### config.mk
export PLATFORM = sky130hd
export DESIGN_NAME = cpu_seq_ctrl
export DESIGN_NICKNAME = d
export VERILOG_FILES = /design/src/rtl/proj3_pkg.sv /design/src/rtl/cpu_seq_ctrl_step_edge.sv /design/src/rtl/cpu_seq_ctrl.sv
export SDC_FILE = /design/constraint.sdc
export NUM_CORES = 1
export LEC_CHECK = 0
export ABC_AREA = 1
export CORE_UTILIZATION = 51
export CTS_BUF_LIST = sky130_fd_sc_hd__clkbuf_2
export CTS_CLUSTER_DIAMETER = 40
export CTS_CLUSTER_SIZE = 25
export DETAILED_ROUTE_END_ITERATION = 7
export GPL_TIMING_DRIVEN = 0
export PLACE_DENSITY = 0.82
export SLEW_MARGIN = 25
export SYNTH_ARGS = -nofsm -noshare
export SYNTH_HDL_FRONTEND = slang
export SYNTH_HIERARCHICAL = 1
export SYNTH_SLANG_ARGS = --single-unit
### constraint.sdc
create_clock -name clk -period 1.7 [get_ports clk]
set_input_delay 0.51 -clock clk [delete_from_list [all_inputs] [get_ports clk]]
set_output_delay 0.51 -clock clk [all_outputs]
set_load 0.02 [all_outputs]
### src/rtl/proj3_pkg.sv
// Shared constants for the Project 3 multi-cycle CPU control path:
// opcode fields, sequencer state encoding, PC and write-back selects.
package proj3_pkg;

    localparam logic [3:0] OP1_ALUR  = 4'b0000;
    localparam logic [3:0] OP1_ALUI  = 4'b1000;
    localparam logic [3:0] OP1_CMPR  = 4'b0010;
    localparam logic [3:0] OP1_CMPI  = 4'b1010;
    localparam logic [3:0] OP1_LW    = 4'b1001;
    localparam logic [3:0] OP1_SW    = 4'b0101;
    localparam logic [3:0] OP1_BCOND = 4'b0110;
    localparam logic [3:0] OP1_JAL   = 4'b1011;

    localparam logic [3:0] OP2_ADD   = 4'b0000;

    typedef enum logic [2:0] {
        S_IDLE,
        S_FETCH,
        S_DECODE,
        S_EXEC,
        S_MEM,
        S_WB,
        S_HALT
    } state_t;

    localparam logic [1:0] PC_PLUS   = 2'd0;
    localparam logic [1:0] PC_BRTARG = 2'd1;
    localparam logic [1:0] PC_ALUOUT = 2'd2;

    localparam logic [1:0] W_ALU     = 2'd0;
    localparam logic [1:0] W_MEM     = 2'd1;
    localparam logic [1:0] W_PCPLUS  = 2'd2;

    function automatic logic op1_legal(
        input logic [3:0] op
    );
        logic ok;
        ok = 1'b0;
        case (op)
            OP1_ALUR, OP1_ALUI,
            OP1_CMPR, OP1_CMPI,
            OP1_LW,   OP1_SW,
            OP1_BCOND, OP1_JAL: ok = 1'b1;
            default:            ok = 1'b0;
        endcase
        return ok;
    endfunction

endpackage

### src/rtl/cpu_seq_ctrl_step_edge.sv
// step_edge: registers the synchronised step key (clk, lock, key)
// and emits a one-cycle pulse on its falling edge (pulse).
module step_edge (
    input  logic clk,
    input  logic lock,
    input  logic key,
    output logic pulse
);

    logic key_q;

    // Reset to released so a key held down through reset
    // does not count as a press.
    always_ff @(posedge clk or negedge lock) begin
        if (!lock) key_q <= 1'b1;
        else       key_q <= key;
    end

    assign pulse = key_q & ~key;

endmodule

### src/rtl/cpu_seq_ctrl.sv
// cpu_seq_ctrl: Moore sequencer FETCH/DECODE/EXEC/MEM/WB for the CPU.
// In: clk, lock, op fields, cond_true, run, step_key. Out: strobes,
// selects, alufunc/aluimm, halted, sticky illegal, retired count.
module cpu_seq_ctrl
    import proj3_pkg::*;
#(
    parameter logic [31:0] STARTPC = 32'h40,
    parameter int          CNTBITS = 16
) (
    input  logic               clk,
    input  logic               lock,
    input  logic [3:0]         op1,
    input  logic [3:0]         rd_f,
    input  logic [3:0]         rt_f,
    input  logic [3:0]         op2_i,
    input  logic               cond_true,
    input  logic               run,
    input  logic               step_key,
    output logic               ir_we,
    output logic               pc_we,
    output logic [1:0]         pc_sel,
    output logic               aluimm,
    output logic [4:0]         alufunc,
    output logic               wrmem,
    output logic               wrreg,
    output logic [1:0]         wsel,
    output logic               halted,
    output logic               illegal,
    output logic [CNTBITS-1:0] retired
);

    // STARTPC belongs to the PC register upstream; only its
    // word alignment is checked here.
    if (STARTPC[1:0] != 2'b00) begin : g_bad_startpc
        $error("STARTPC must be word aligned");
    end

    state_t       state, nxt;
    logic [3:0]   op1_q, rd_q, rt_q, op2_q;
    logic         illegal_q;
    logic [CNTBITS-1:0] retired_q;
    logic         step_pulse;
    logic         last;
    logic         set_ill;
    logic         in_ex;

    step_edge u_step (
        .clk   (clk),
        .lock  (lock),
        .key   (step_key),
        .pulse (step_pulse)
    );

    always_ff @(posedge clk or negedge lock) begin
        if (!lock) begin
            state     <= S_IDLE;
            op1_q     <= '0;
            rd_q      <= '0;
            rt_q      <= '0;
            op2_q     <= '0;
            illegal_q <= 1'b0;
            retired_q <= '0;
        end else begin
            state <= nxt;
            // IR is loaded at the end of FETCH, so its fields
            // are stable throughout DECODE.
            if (state == S_DECODE) begin
                op1_q <= op1;
                rd_q  <= rd_f;
                rt_q  <= rt_f;
                op2_q <= op2_i;
            end
            if (set_ill) illegal_q <= 1'b1;
            if (last)    retired_q <= retired_q + CNTBITS'(1);
        end
    end

    always_comb begin
        nxt     = state;
        ir_we   = 1'b0;
        pc_we   = 1'b0;
        pc_sel  = PC_PLUS;
        wrmem   = 1'b0;
        wrreg   = 1'b0;
        wsel    = W_ALU;
        halted  = 1'b0;
        last    = 1'b0;
        set_ill = 1'b0;
        unique case (state)
            S_IDLE: begin
                if (run || step_pulse) nxt = S_FETCH;
            end
            S_FETCH: begin
                ir_we = 1'b1;
                pc_we = 1'b1;
                nxt   = S_DECODE;
            end
            S_DECODE: begin
                if (op1_legal(op1)) begin
                    nxt = S_EXEC;
                end else begin
                    nxt     = S_HALT;
                    set_ill = 1'b1;
                end
            end
            S_EXEC: begin
                unique case (op1_q)
                    OP1_BCOND: begin
                        pc_we  = cond_true;
                        pc_sel = PC_BRTARG;
                        last   = 1'b1;
                    end
                    OP1_JAL: begin
                        pc_we  = 1'b1;
                        pc_sel = PC_ALUOUT;
                        nxt    = S_WB;
                    end
                    OP1_LW, OP1_SW: nxt = S_MEM;
                    default:        nxt = S_WB;
                endcase
            end
            S_MEM: begin
                if (op1_q == OP1_SW) begin
                    wrmem = 1'b1;
                    last  = 1'b1;
                end else begin
                    nxt = S_WB;
                end
            end
            S_WB: begin
                wrreg = 1'b1;
                last  = 1'b1;
                unique case (1'b1)
                    op1_q == OP1_LW:  wsel = W_MEM;
                    op1_q == OP1_JAL: wsel = W_PCPLUS;
                    default:          wsel = W_ALU;
                endcase
            end
            S_HALT: begin
                halted = 1'b1;
            end
            default: nxt = S_IDLE;
        endcase
        if (last) nxt = run ? S_FETCH : S_IDLE;
    end

    assign in_ex = (state == S_EXEC) ||
                   (state == S_MEM)  ||
                   (state == S_WB);

    always_comb begin
        alufunc = '0;
        aluimm  = 1'b0;
        if (in_ex) begin
            unique case (op1_q)
                OP1_ALUR: alufunc = {1'b0, op2_q};
                OP1_ALUI: begin
                    alufunc = {1'b0, rt_q};
                    aluimm  = 1'b1;
                end
                OP1_CMPR: alufunc = {1'b1, op2_q};
                OP1_CMPI: begin
                    alufunc = {1'b1, rt_q};
                    aluimm  = 1'b1;
                end
                OP1_BCOND: alufunc = {1'b1, rd_q};
                // LW, SW and JAL all form an address base+imm.
                default: begin
                    alufunc = {1'b0, OP2_ADD};
                    aluimm  = 1'b1;
                end
            endcase
        end
    end

    assign illegal = illegal_q;
    assign retired = retired_q;

endmodule
==> results.md, run 1 <==
* Outcome: complete, but fails checks
* Failing checks: setup timing
* Post-Synth XOR/XNOR Area at 0.0608
* Buffer type at the clock tree root: sky130_fd_sc_hd__clkbuf_2
* CTS tree: done
* Final number of max-transition violations at 0
* Post-Syn Area at 0.00210 mm²
* Simple-gate area share of the yosys netlist at 0.348
* Arithmetic-cell share of the synthesized area counting full adders, half adders and majority gates at 0.00596
* Unrepaired setup endpoints after global routing: true
* Mean Syn Cell Area at 7.69 µm²
* Type of element capturing the critical path: output pin
* Site Rows at 22
* # DRC at 0
* Peak supply drop at between 0.8 and 0.9 mV
* HPWL reported at the end of detailed placement at 3.70 mm
* Worst setup slack after layout at -0.589 ns
* Cell with the most instances after synthesis: sky130_fd_sc_hd__nand2_1
* Top-area cell type share of the netlist area at 0.429
* Number of nets produced by synthesis at 295
* Synth top cells by count: sky130_fd_sc_hd__nand2_1, sky130_fd_sc_hd__dfrtp_1, sky130_fd_sc_hd__inv_1
* Reg area at 931 µm²
* Number of standard cells in the layout, taps in and fillers out at 417
* Flop-to-flop setup slack at -0.12 ns
* Class of the worst hold path: in -> async
* Critical path type: reg -> out
* Final core occ at 0.832
* Clock network latency to the later pin of the worst-skew pair at 0.44 ns
* Static leakage power at around 1.6 nW
* Startpoint type of the worst setup path: flop
* Setup-failing EPs final at 29
* Via/cell ratio at 5.43
* Vias in the first global route at 2088
* Required @ worst endpoint at roughly 1.2 ns
* Time the worst path needs with I/O delays and setup at 2.29 ns
* DIE AREA at 0.00438 mm²
* Endpoint of the lowest-slack register-to-register path: retired[8]$_DFFE_PN0N_
* Total of flip-flops plus latches after synthesis at 37
* IO Count at 53
* Post-CTS clock slew at the launch and capture registers of the worst setup and hold paths at 0.23 ns
* Proportion of synthesized chip area in sequential cells at 0.442
* Router iterations before antenna repair at 5
* Async set-or-reset flop fraction in the synthesized netlist at 1.00
* Share of post-route cells with drive strength above 1 at 0.369
* Post-synth EDFFs at 0
* Chip width at 66.2 µm
* Maximum number of pins on one net before global-route repair at 29
* Multi-input combinational cell area at 0.00114 mm²
* Gate Count Post-Synth at 273
* Compound-gate portion of the synthesized area at 0.0644
* First-iteration detailed-routing DRC count at between 200 and 300
* Number of H-tree branching levels at 2
* Prevailing post-synth register cell: sky130_fd_sc_hd__dfrtp_1
* Crit Path Max Fanout at 5
* Post-synthesis cell type count at 32
* Diode count at 0
* Leftover overflow at the end of global routing at 0
* Worst R2R Path Depth at 7
* Worst slew slack as a fraction of its limit at 0.741
* Power Dens Cells at 1350 mW/mm²
* Final net count at 390
* Clock buffer count from CTS at 5
* Final Hold Vio Count at 0
* Sum of internal, switching and leakage power at 0.00428 W
* Chip height at roughly 66 µm
* RePlAce Congestion at between 0.8 and 0.9
* Most area-hungry cell type in the Yosys netlist: sky130_fd_sc_hd__dfrtp_1
* Number of warnings issued by yosys at 6
* Maximum operating frequency at 437 MHz
* Clock Skew at 0.0497 ns
* Arrival time at the worst endpoint at 1.78 ns
* Antenna Nets Post-Route at 0
* Buffers from clock root to sink, at most at 2
* Core Footprint at between 0.003 and 0.004 mm²
* All-Layer GR Usage at 0.293
* Post-Place Cells at between 300 and 400
* Main combinational cell family by area after synthesis: simple AND/OR/NAND/NOR gates
* Post-route clock period utilization at 1.35
* Number of antenna violations at the first check in global routing at 0
* Number of vias in the routed layout at 2266
* Effective utilization at floorplan at 0.553
* Share of cell area taken by muxes after synthesis at 0
* Wire length of the first global-routing pass at 9.39 mm
* Final WL at 6.77 mm
* Avg WL per Cell at 16.2 µm
* Actual slew at the worst max-slew pin at 0.386 ns
* MaxCap Viol Count at 0
* Clock sink total at 37
* Worst reg2reg path startpoint: state[1]$_DFFE_PN0P_
* Leading cell types by total area after synthesis: sky130_fd_sc_hd__dfrtp_1, sky130_fd_sc_hd__nand2_1, sky130_fd_sc_hd__inv_1
* Area growth syn-to-layout at 50.5%
* Count of fill cells added during filler insertion at ~220
* Number of buffers inserted by port buffering at 52
-- flip-flops by register name, summed over array words and instances (netlist names) --
name and count:
state 3, retired 16, op1_q 4, rd_q 4, op2_q 4, u_step/key_q 1, rt_q 4, illegal 1
-- cell usage in the layout (no fill, tap or decap), types with 2 or more instances in the layout --
| cell | n |
|---|---|
| sky130_fd_sc_hd__xnor2_2 | 2 |
| sky130_fd_sc_hd__dlygate4sd2_1 | 6 |
| sky130_fd_sc_hd__nand2_4 | 8 |
| sky130_fd_sc_hd__inv_1 | 22 |
| sky130_fd_sc_hd__o21ai_0 | 10 |
| sky130_fd_sc_hd__nor2_1 | 11 |
| sky130_fd_sc_hd__buf_6 | 12 |
| sky130_fd_sc_hd__clkdlybuf4s50_1 | 19 |
| sky130_fd_sc_hd__buf_2 | 5 |
| sky130_fd_sc_hd__buf_12 | 3 |
| sky130_fd_sc_hd__inv_4 | 4 |
| sky130_fd_sc_hd__nor2_2 | 8 |
| sky130_fd_sc_hd__dfrtp_2 | 3 |
| sky130_fd_sc_hd__clkdlybuf4s15_1 | 4 |
| sky130_fd_sc_hd__nor2_4 | 9 |
| sky130_fd_sc_hd__o21ai_2 | 4 |
| sky130_fd_sc_hd__nand2_1 | 92 |
| sky130_fd_sc_hd__clkbuf_2 | 14 |
| sky130_fd_sc_hd__nor3_1 | 3 |
| sky130_fd_sc_hd__dfrtp_1 | 33 |
| sky130_fd_sc_hd__inv_2 | 7 |
| sky130_fd_sc_hd__nand2_2 | 9 |
| sky130_fd_sc_hd__a31oi_1 | 3 |
| sky130_fd_sc_hd__nand3_1 | 12 |
| sky130_fd_sc_hd__buf_4 | 34 |
| sky130_fd_sc_hd__nor3_2 | 2 |
| sky130_fd_sc_hd__xor2_1 | 8 |
| sky130_fd_sc_hd__nand4_1 | 4 |
-- metal layers --
| layer | vias up | share of wire | track usage | routed length (µm) |
|---|---|---|---|---|
| met3 | 25 | 0.065 | 0.0707 | 437 |
| met2 | 113 | 0.51 | 0.486 | 3470 |
| met1 | 1091 | 0.39 | 0.356 | 2660 |
| met5 | - | 0 | 0 | 0 |
| met4 | 0 | 0.028 | 0.136 | 192 |
| li1 | 1037 | - | - | - |
-- timing repair --
action	in CTS	in global routing
gates cloned	0	1
hold buffers	1	0
hold endpoints to repair	9	0
gates resized for setup	128	53
endpoints found under the setup margin	32	38
setup buffers	20	13
pin swaps	6	5
-- metrics by stage --
step / TNS, ns / instance area [µm²] / hold WS [ns] / worst slack [ns]
finish: -7.30 / 3160 / 0.437 / -0.589
global route: -8.99 / 3160 / 0.455 / -0.640
CTS: -5.00 / 2940 / 0.478 / -0.488
detailed placement: -5.84 / 2700 / 0.399 / -0.583
global placement: -32.07 / 2690 / 0.447 / -0.721
floorplan: -0.0791 / 2110 / 0.214 / -0.0290
-- worst max-delay path: stages (launching register included) --
cell and delay [ns]:
sky130_fd_sc_hd__dfrtp_2 0.53, sky130_fd_sc_hd__nand3_4 0.13, sky130_fd_sc_hd__inv_4 0.06, sky130_fd_sc_hd__buf_12 0.12, sky130_fd_sc_hd__nand2_4 0.06, sky130_fd_sc_hd__inv_4 0.04, sky130_fd_sc_hd__a211o_1 0.26, sky130_fd_sc_hd__buf_6 0.13
-- worst max path at each step --
stage,startpoint,endpoint,slack [ns],depth (start not counted)
CTS,state[1]$_DFFE_PN0P_,pc_we,-0.49,7
detailed placement,state[2]$_DFFE_PN0P_,alufunc[2],-0.58,7
finish,state[1]$_DFFE_PN0P_,pc_we,-0.59,7
global route,state[1]$_DFFE_PN0P_,pc_we,-0.64,7
floorplan,op1_q[3]$_DFFE_PN0P_,pc_we,-0.03,5
global placement,lock,retired[11]$_DFFE_PN0N_,-0.72,1
-- power by group --
part / switching, W / internal, W / leakage [nW] / total, W
logic: 0.00141 / 0.00102 / 1.10 / 0.00243
registers: 0.000252 / 0.00116 / 0.467 / 0.00141
clock network: 0.000314 / 0.000121 / 0.0332 / 0.000435
-- kinds of logic after synthesis --
| logic type | count (synthesis) |
|---|---|
| adder cells (fa/ha/maj) | 1 |
| XOR/XNOR | 12 |
| AND/OR/NAND/NOR | 161 |
| AO/OA/AOI/OAI | 23 |
| buffers and inverters | 39 |
| flip-flops | 37 |
-- final cells by class --
cell class                 instances  area share
buffer                             5      0.0158
multi-input combinational        197       0.360
timing repair buffer              88       0.253
inverter                          34      0.0451
sequential                        37       0.295
tap                               48      0.0190
clock buffer                       8      0.0127
No activity file was read; power rests on OpenSTA's default activity.
==> run 2, diff against run 1 <==
--- a/config.mk
+++ b/config.mk
@@ -5,14 +5,14 @@
 export SDC_FILE = /design/constraint.sdc
 export NUM_CORES = 1
 export LEC_CHECK = 0
-export ABC_AREA = 1
-export CORE_UTILIZATION = 51
+export ABC_AREA = 0
+export CORE_UTILIZATION = 50
 export CTS_BUF_LIST = sky130_fd_sc_hd__clkbuf_2
 export CTS_CLUSTER_DIAMETER = 40
 export CTS_CLUSTER_SIZE = 25
 export DETAILED_ROUTE_END_ITERATION = 7
 export GPL_TIMING_DRIVEN = 0
-export PLACE_DENSITY = 0.82
+export PLACE_DENSITY = 0.81
 export SLEW_MARGIN = 25
 export SYNTH_ARGS = -nofsm -noshare
 export SYNTH_HDL_FRONTEND = slang
==> run 2 against run 1 <==
The run still ends with setup timing left. Largest power group unchanged. Critical path depth fell by 1. Worst hold slack got worse by 0.41 ns. Wire length fell by 22%. Register-to-register slack got worse by 0.02 ns. Combinational power rose by 11%. Area after synthesis fell by 3.3%. Setup slack got worse by 0.052 ns. Critical endpoint unchanged. Global-route usage fell by 5.0 points. Non-clock buffer count rose by 2. Synthesized cell count fell by 32%. Cell count fell by 22%. First-iteration DRC count fell by 41%.
==> results.md, run 2 <==
* Number of vias in the routed layout at 1809 (was 2266)
* Core Footprint at 0.00377 mm² (was 0.00380 mm²)
* Simple-gate area share of the yosys netlist at 0.179 (was 0.348)
* Number of H-tree branching levels at 2 (unchanged)
* Compound-gate portion of the synthesized area at 0.140 (was 0.0644)
* Arrival time at the worst endpoint at 1.83 ns (was 1.78 ns)
* Share of cell area taken by muxes after synthesis at 0.103 (was 0)
* Number of antenna violations at the first check in global routing at 0 (unchanged)
* Chip height at 65.7 µm (was 66.2 µm)
* RePlAce Congestion at 0.827 (was 0.845)
* Effective utilization at floorplan at 0.538 (was 0.553)
* Time the worst path needs with I/O delays and setup at 2.34 ns (was 2.29 ns)
* Most frequent CP cell: sky130_fd_sc_hd__buf_4 (was sky130_fd_sc_hd__inv_4)
* Synth top cells by count: sky130_fd_sc_hd__dfrtp_1, sky130_fd_sc_hd__a21oi_1, sky130_fd_sc_hd__xor2_1 (was sky130_fd_sc_hd__nand2_1, sky130_fd_sc_hd__dfrtp_1, sky130_fd_sc_hd__inv_1)
* Gate Count Post-Synth at 185 (was 273)
* Clock buffer count from CTS at 5 (unchanged)
* Setup-failing EPs final at 35 (was 29)
* Outcome: complete, but fails checks (unchanged)
* Number of nets produced by synthesis at 207 (was 295)
* Buffers from clock root to sink, at most at 2 (unchanged)
* Count of fill cells added during filler insertion at 218 (unchanged)
* Post-route clock period utilization at 1.38 (was 1.35)
* Prevailing post-synth register cell: sky130_fd_sc_hd__dfrtp_1 (unchanged)
* Via/cell ratio at 5.57 (was 5.43)
* Top-area cell type share of the netlist area at 0.444 (was 0.429)
* Required @ worst endpoint at 1.19 ns (about the same)
* Site Rows at 22 (unchanged)
* Worst setup slack after layout at -0.642 ns (was -0.589 ns)
* Clock Skew at 0.0219 ns (was 0.0497 ns)
* All-Layer GR Usage at 0.243 (was 0.293)
* Post-route setup TNS at -8.34 ns (was -7.30 ns)
* Maximum operating frequency at 427 MHz (was 437 MHz)
* Post-synthesis cell type count at 52 (was 32)
* Critical path's top delay family: buffers and inverters (was flip-flops)
* Mean Syn Cell Area at 11.0 µm² (was 7.69 µm²)
* Peak supply drop at 0.852 mV (was 0.871 mV)
* Power Dens Cells at 1420 mW/mm² (was 1350 mW/mm²)
* Largest stage delay on the critical path at 0.46 ns (was 0.53 ns)
* Cell Chain, Critical Path: buf_4 -> nand3b_1 -> buf_4 -> nor2_4 -> a211o_4 -> buf_6 (was nand3_4 -> inv_4 -> buf_12 -> nand2_4 -> inv_4 -> a211o_1 -> buf_6)
* Most area-hungry cell type in the Yosys netlist: sky130_fd_sc_hd__dfrtp_1 (unchanged)
* Avg WL per Cell at 16.1 µm (was 16.2 µm)
* Crit Path Max Fanout at 10 (was 5)
* Startpoint type of the worst setup path: flop (unchanged)
* Class of the worst hold path: in -> async (unchanged)
* Maximum number of pins on one net before global-route repair at 21 (was 29)
* MaxCap Viol Count at 0 (unchanged)
* Dpl cell area at 0.00270 mm² (about the same)
* Share of post-route cells with drive strength above 1 at 0.458 (was 0.369)
* Async set-or-reset flop fraction in the synthesized netlist at 1.00 (unchanged)
* Actual slew at the worst max-slew pin at 0.468 ns (was 0.386 ns)
* # DRC at 0 (unchanged)
* Post-synth EDFFs at 0 (unchanged)
* Type of element capturing the critical path: output pin (unchanged)
* Final Hold Vio Count at 0 (unchanged)
* Clock sink total at 37 (unchanged)
* Leftover overflow at the end of global routing at 0 (unchanged)
* Post-Synth XOR/XNOR Area at 0.0690 (was 0.0608)
* Chip width at 65.7 µm (was 66.2 µm)
* Static leakage power at 1.42 nW (was 1.60 nW)
* Buffer type at the clock tree root: sky130_fd_sc_hd__clkbuf_2 (unchanged)
* Final number of max-transition violations at 0 (unchanged)
* DIE AREA at 0.00432 mm² (was 0.00438 mm²)
* CTS tree: done (unchanged)
* HPWL reported at the end of detailed placement at 3.18 mm (was 3.70 mm)
* Router iterations before antenna repair at 4 (was 5)
* Leading cell types by total area after synthesis: sky130_fd_sc_hd__dfrtp_1, sky130_fd_sc_hd__xor2_1, sky130_fd_sc_hd__mux2_2 (was sky130_fd_sc_hd__dfrtp_1, sky130_fd_sc_hd__nand2_1, sky130_fd_sc_hd__inv_1)
* Worst slew slack as a fraction of its limit at 0.687 (was 0.741)
* Largest register FFs at 16 (unchanged)
* Post-CTS clock slew at the launch and capture registers of the worst setup and hold paths at 0.18 ns (was 0.23 ns)
* Unrepaired setup endpoints after global routing: true (unchanged)
* Final core occ at 0.833 (was 0.832)
* Most frequent cells in the layout: sky130_fd_sc_hd__buf_4, sky130_fd_sc_hd__dfrtp_1, sky130_fd_sc_hd__clkdlybuf4s50_1 (was sky130_fd_sc_hd__nand2_1, sky130_fd_sc_hd__buf_4, sky130_fd_sc_hd__dfrtp_1)
* Arithmetic-cell share of the synthesized area counting full adders, half adders and majority gates at 0.00616 (was 0.00596)
* Number of buffers inserted by port buffering at 52 (unchanged)
* Final net count at 299 (was 390)
* IO Count at 53 (unchanged)
* Main combinational cell family by area after synthesis: simple AND/OR/NAND/NOR gates (unchanged)
* First-iteration detailed-routing DRC count at 174 (was 293)
* Vias in the first global route at 1596 (was 2088)
* Cell type of the slowest stage on the worst timing path: sky130_fd_sc_hd__dfrtp_1 (was sky130_fd_sc_hd__dfrtp_2)
* Critical path type: reg -> out (unchanged)
* Post-route standard cell area excluding fillers at 0.00314 mm² (was 0.00316 mm²)
* Clock network latency to the later pin of the worst-skew pair at 0.39 ns (was 0.44 ns)
* Wire length of the first global-routing pass at 7.65 mm (was 9.39 mm)
* Most common cell after layout, fill and taps aside: sky130_fd_sc_hd__buf_4 (was sky130_fd_sc_hd__nand2_1)
* Final WL at 5.25 mm (was 6.77 mm)
* Worst path buffer plus inverter count at 3 (was 4)
* Area growth syn-to-layout at 54.7% (was 50.5%)
* Cell with the most instances after synthesis: sky130_fd_sc_hd__dfrtp_1 (was sky130_fd_sc_hd__nand2_1)
* Proportion of synthesized chip area in sequential cells at 0.457 (was 0.442)
* Failing checks: setup timing (unchanged)
* Antenna Nets Post-Route at 0 (unchanged)
* Post-Syn Area at 0.00203 mm² (was 0.00210 mm²)
* Diode count at 0 (unchanged)
* Number of warnings issued by yosys at 6 (unchanged)
* Total of flip-flops plus latches after synthesis at 37 (unchanged)
run 2: metal layers:
layer  part of all wire  routed length, µm  vias to the layer above  track usage
met4              0.017                 89                        0        0.106
met5                  0                  0                        -            0
met1               0.44               2320                      886        0.337
met3              0.053                276                        9       0.0486
met2               0.49               2560                       65        0.365
li1                   -                  -                      849            -
run 2: what timing repair did:
action,in CTS,in global routing
gates cloned,0,1
resized for setup,108,55
hold buffers,0,0
setup buffers,14,17
pin swaps,5,15
setup endpoints to repair,37,48
run 2: worst paths after layout:
check | from | endpoint | slack, ns | cells after the start
worst max-delay path | state[0]$_DFFE_PN0P_ | pc_we | -0.64 | 6
worst min-delay path | lock | illegal$_DFFE_PN0N_ | 0.03 | 1
worst max register to register | op1_q[0]$_DFFE_PN0P_ | retired[4]$_DFFE_PN0N_ | -0.14 | 6
worst min register to register | retired[15]$_DFFE_PN0N_ | retired[15]$_DFFE_PN0N_ | 0.47 | 1
max in group asynchronous | lock | retired[10]$_DFFE_PN0N_ | 1.19 | 2
min in group clk | retired[15]$_DFFE_PN0N_ | retired[15]$_DFFE_PN0N_ | 0.47 | 1
run 2: layout make-up:
| cell class | count | area [µm²] | area share |
|---|---|---|---|
| inverter | 8 | 35.0 | 0.0112 |
| timing repair buffer | 85 | 787 | 0.251 |
| clock buffer | 6 | 30.0 | 0.00956 |
| multi-input combinational | 130 | 1180 | 0.377 |
| buffer | 10 | 110 | 0.0351 |
| sequential | 37 | 931 | 0.296 |
| tap | 48 | 60.1 | 0.0191 |
| clock inverter | 1 | 3.75 | 0.00120 |
run 2: power breakdown:
group | total, W | leakage [nW] | switching, W | internal, W
registers | 0.00140 | 0.460 | 0.000212 | 0.00118
logic | 0.00269 | 0.935 | 0.00135 | 0.00134
clock network | 0.000378 | 0.0265 | 0.000282 | 0.0000959
total | 0.00447 | 1.42 | 0.00185 | 0.00262
run 2: cells by family (layout without fill, tap and decap cells):
| group | after synthesis | count (layout) |
|---|---|---|
| and+or+nand+nor | 58 | 58 |
| DFF | 37 | 37 |
| buffers and inverters | 18 | 110 |
| adders and majority gates | 1 | 1 |
| AOI/OAI and AO/OA | 36 | 36 |
| xor gates and xnor gates | 16 | 16 |
| muxes | 19 | 19 |
run 2: stage by stage:
stage	instances	setup WS [ns]	hold WS [ns]	total power (W)
after CTS	307	-0.637	0.0254	0.00400
final	325	-0.642	0.0291	0.00447
after detailed placement	286	-0.702	0.456	0.00343
after global placement	285	-0.710	0.442	0.00339
after floorplan	185	-0.151	0.214	0.00282
after global routing	325	-0.748	0.0270	0.00473
run 2: worst reg2reg max path, stage by stage, from the launching register on:
cell	delay, ns
sky130_fd_sc_hd__dfrtp_1	0.41
sky130_fd_sc_hd__buf_6	0.13
sky130_fd_sc_hd__and4bb_2	0.26
sky130_fd_sc_hd__o21ai_4	0.42
sky130_fd_sc_hd__clkbuf_16	0.26
sky130_fd_sc_hd__a21oi_2	0.07
sky130_fd_sc_hd__xor2_1	0.21
==> run 3, diff against run 2 <==
--- a/config.mk
+++ b/config.mk
@@ -5,14 +5,16 @@
 export SDC_FILE = /design/constraint.sdc
 export NUM_CORES = 1
 export LEC_CHECK = 0
-export ABC_AREA = 0
-export CORE_UTILIZATION = 50
+export ABC_AREA = 1
+export CAP_MARGIN = 20
+export CORE_UTILIZATION = 51
 export CTS_BUF_LIST = sky130_fd_sc_hd__clkbuf_2
 export CTS_CLUSTER_DIAMETER = 40
 export CTS_CLUSTER_SIZE = 25
 export DETAILED_ROUTE_END_ITERATION = 7
 export GPL_TIMING_DRIVEN = 0
-export PLACE_DENSITY = 0.81
+export MAX_ROUTING_LAYER = met4
+export PLACE_DENSITY = 0.82
 export SLEW_MARGIN = 25
 export SYNTH_ARGS = -nofsm -noshare
 export SYNTH_HDL_FRONTEND = slang
==> run 3 against run 2 <==
The flow still finishes with violations (setup timing). Sequential share of layout area is 0.18 points lower. Global-route usage is 5.8 points higher. Critical path depth is 1 higher. Sequential cell count stayed put. Utilization is 0.11 points lower. Via count is 26% higher. Combinational power is 9.7% lower. Cell count is 28% higher. Clock-buffer cell count is 2 higher. Clock skew is 0.034 ns higher. Die area is 1.3% higher. Clock power is 15% higher. Largest power group unchanged.
==> results.md, run 3 (synthesis gave the netlist of run 1 again) <==
* CTS tree: done (unchanged)
* Most frequent CP cell: sky130_fd_sc_hd__inv_4 (was sky130_fd_sc_hd__buf_4)
* DIE AREA at 0.00438 mm² (was 0.00432 mm²)
* Number of buffers inserted by port buffering at 52 (unchanged)
* Post-route setup TNS at -7.45 ns (was -8.34 ns)
* Most common cell after layout, fill and taps aside: sky130_fd_sc_hd__nand2_1 (was sky130_fd_sc_hd__buf_4)
* Unrepaired setup endpoints after global routing: true (unchanged)
* Largest stage delay on the critical path at 0.53 ns (was 0.46 ns)
* Buffers from clock root to sink, at most at 2 (unchanged)
* Failing checks: setup timing (unchanged)
* Crit Path Max Fanout at 5 (was 10)
* Site Rows at 22 (unchanged)
* Area growth syn-to-layout at 50.5% (was 54.7%)
* Cell type of the slowest stage on the worst timing path: sky130_fd_sc_hd__dfrtp_2 (was sky130_fd_sc_hd__dfrtp_1)
* Via/cell ratio at 5.47 (was 5.57)
* All-Layer GR Usage at 0.301 (was 0.243)
* Diode count at 0 (unchanged)
* Post-route clock period utilization at 1.35 (was 1.38)
* Static leakage power at 1.60 nW (was 1.42 nW)
* Startpoint type of the worst setup path: flop (unchanged)
* Vias in the first global route at 2087 (was 1596)
* # DRC at 0 (unchanged)
* Effective utilization at floorplan at 0.553 (was 0.538)
* Flop-to-flop setup slack at -0.12 ns (was -0.14 ns)
* Number of vias in the routed layout at 2279 (was 1809)
* Largest register FFs at 16 (unchanged)
* Clock Skew at 0.0562 ns (was 0.0219 ns)
* MaxCap Viol Count at 0 (unchanged)
* Core Footprint at 0.00380 mm² (was 0.00377 mm²)
* Final number of max-transition violations at 0 (unchanged)
* Worst setup slack after layout at -0.592 ns (was -0.642 ns)
* Leftover overflow at the end of global routing at 0 (unchanged)
* Post-CTS clock slew at the launch and capture registers of the worst setup and hold paths at 0.24 ns (was 0.18 ns)
* Antenna Nets Post-Route at 0 (unchanged)
* Cell Chain, Critical Path: nand3_4 -> inv_4 -> buf_12 -> nand2_4 -> inv_4 -> a211o_1 -> buf_6 (was buf_4 -> nand3b_1 -> buf_4 -> nor2_4 -> a211o_4 -> buf_6)
* Worst slew slack as a fraction of its limit at 0.753 (was 0.687)
* Arrival time at the worst endpoint at 1.78 ns (was 1.83 ns)
* Buffer type at the clock tree root: sky130_fd_sc_hd__clkbuf_2 (unchanged)
* Worst reg2reg path startpoint: state[1]$_DFFE_PN0P_ (was op1_q[0]$_DFFE_PN0P_)
* Worst path buffer plus inverter count at 4 (was 3)
* Final net count at 390 (was 299)
* Worst Hold Margin at 0.429 ns (was 0.0291 ns)
* Maximum number of pins on one net before global-route repair at 29 (was 21)
* Share of post-route cells with drive strength above 1 at 0.369 (was 0.458)
* Maximum operating frequency at 436 MHz (was 427 MHz)
* Worst R2R Path Depth at 7 (was 6)
* Number of antenna violations at the first check in global routing at 0 (unchanged)
* Final core occ at 0.832 (was 0.833)
* Time the worst path needs with I/O delays and setup at 2.29 ns (was 2.34 ns)
* HPWL reported at the end of detailed placement at 3.70 mm (was 3.18 mm)
* Endpoint of the lowest-slack register-to-register path: retired[8]$_DFFE_PN0N_ (was retired[4]$_DFFE_PN0N_)
* RePlAce Congestion at 0.858 (was 0.827)
* Setup-failing EPs final at 31 (was 35)
* Type of element capturing the critical path: output pin (unchanged)
* Power Dens Cells at 1350 mW/mm² (was 1420 mW/mm²)
* Final WL at 6.73 mm (was 5.25 mm)
* Router iterations before antenna repair at 5 (was 4)
* Outcome: complete, but fails checks (unchanged)
* Class of the worst hold path: in -> async (unchanged)
* Clock network latency to the later pin of the worst-skew pair at 0.45 ns (was 0.39 ns)
* Clock buffer count from CTS at 5 (unchanged)
* Number of H-tree branching levels at 2 (unchanged)
* Critical path type: reg -> out (unchanged)
* Actual slew at the worst max-slew pin at 0.368 ns (was 0.468 ns)
* Peak supply drop at 0.871 mV (was 0.852 mV)
* Avg WL per Cell at 16.1 µm (about the same)
* First-iteration detailed-routing DRC count at 260 (was 174)
* Wire length of the first global-routing pass at 9.38 mm (was 7.65 mm)
* Most frequent cells in the layout: sky130_fd_sc_hd__nand2_1, sky130_fd_sc_hd__buf_4, sky130_fd_sc_hd__dfrtp_1 (was sky130_fd_sc_hd__buf_4, sky130_fd_sc_hd__dfrtp_1, sky130_fd_sc_hd__clkdlybuf4s50_1)
* Critical path's top delay family: flip-flops (was buffers and inverters)
* Clock sink total at 37 (unchanged)
* Required @ worst endpoint at 1.19 ns (about the same)
* Sum of internal, switching and leakage power at 0.00427 W (was 0.00447 W)
* Final Hold Vio Count at 0 (unchanged)
* Chip height at 66.2 µm (was 65.7 µm)
* Chip width at 66.2 µm (was 65.7 µm)
* IO Count at 53 (unchanged)
run 3: how the worst max path moves through the flow:
stage | from | end | slack, ns | cells past startpoint
final | state[1]$_DFFE_PN0P_ | pc_we | -0.59 | 7
after global routing | state[1]$_DFFE_PN0P_ | pc_we | -0.65 | 7
after CTS | state[1]$_DFFE_PN0P_ | pc_we | -0.49 | 7
after detailed placement | state[2]$_DFFE_PN0P_ | alufunc[2] | -0.58 | 7
after global placement | lock | retired[11]$_DFFE_PN0N_ | -0.72 | 1
after floorplan | op1_q[3]$_DFFE_PN0P_ | pc_we | -0.03 | 5
run 3: worst reg2reg max path: stages (launching register included):
cell and delay [ns]:
sky130_fd_sc_hd__dfrtp_2 0.53, sky130_fd_sc_hd__buf_4 0.17, sky130_fd_sc_hd__nor2_4 0.15, sky130_fd_sc_hd__nand2_4 0.10
sky130_fd_sc_hd__o21ai_0 0.33, sky130_fd_sc_hd__nor2_2 0.14, sky130_fd_sc_hd__o21ai_0 0.20, sky130_fd_sc_hd__nand2_1 0.08
run 3: through the flow:
stage	instance area (µm²)	instances	worst slack, ns
final	3160	417	-0.592
after global routing	3160	417	-0.651
after CTS	2940	403	-0.488
after detailed placement	2700	374	-0.583
after global placement	2690	373	-0.721
after floorplan	2110	273	-0.0290
run 3: report_power, final:
group | internal, W | switching (W)
combinational | 0.00102 | 0.00141
clock | 0.000121 | 0.000315
sequential | 0.00116 | 0.000251
total | 0.00230 | 0.00197
run 3: timing repair:
item	4_1_cts	5_1_grt
resized for setup	128	53
hold buffers	1	0
setup buffers	20	13
endpoints found under the setup margin	32	38
gates cloned	0	1
hold endpoints to repair	9	0
pin swaps	6	5
run 3: cell type report:
cell class	count	area (µm²)
Buffer	5	50.0
Clock buffer	8	40.0
Fill cell	218	639
Inverter	34	143
Multi-Input combinational cell	197	1140
Sequential cell	37	931
Tap cell	48	60.1
Timing Repair Buffer	88	800
run 3: metal layers:
layer	vias to the layer above	GRT usage	share of wire
li1	1035	-	-
met1	1096	0.353	0.39
met2	115	0.489	0.51
met3	33	0.0707	0.063
met4	0	0.136	0.036
met5	-	-	0
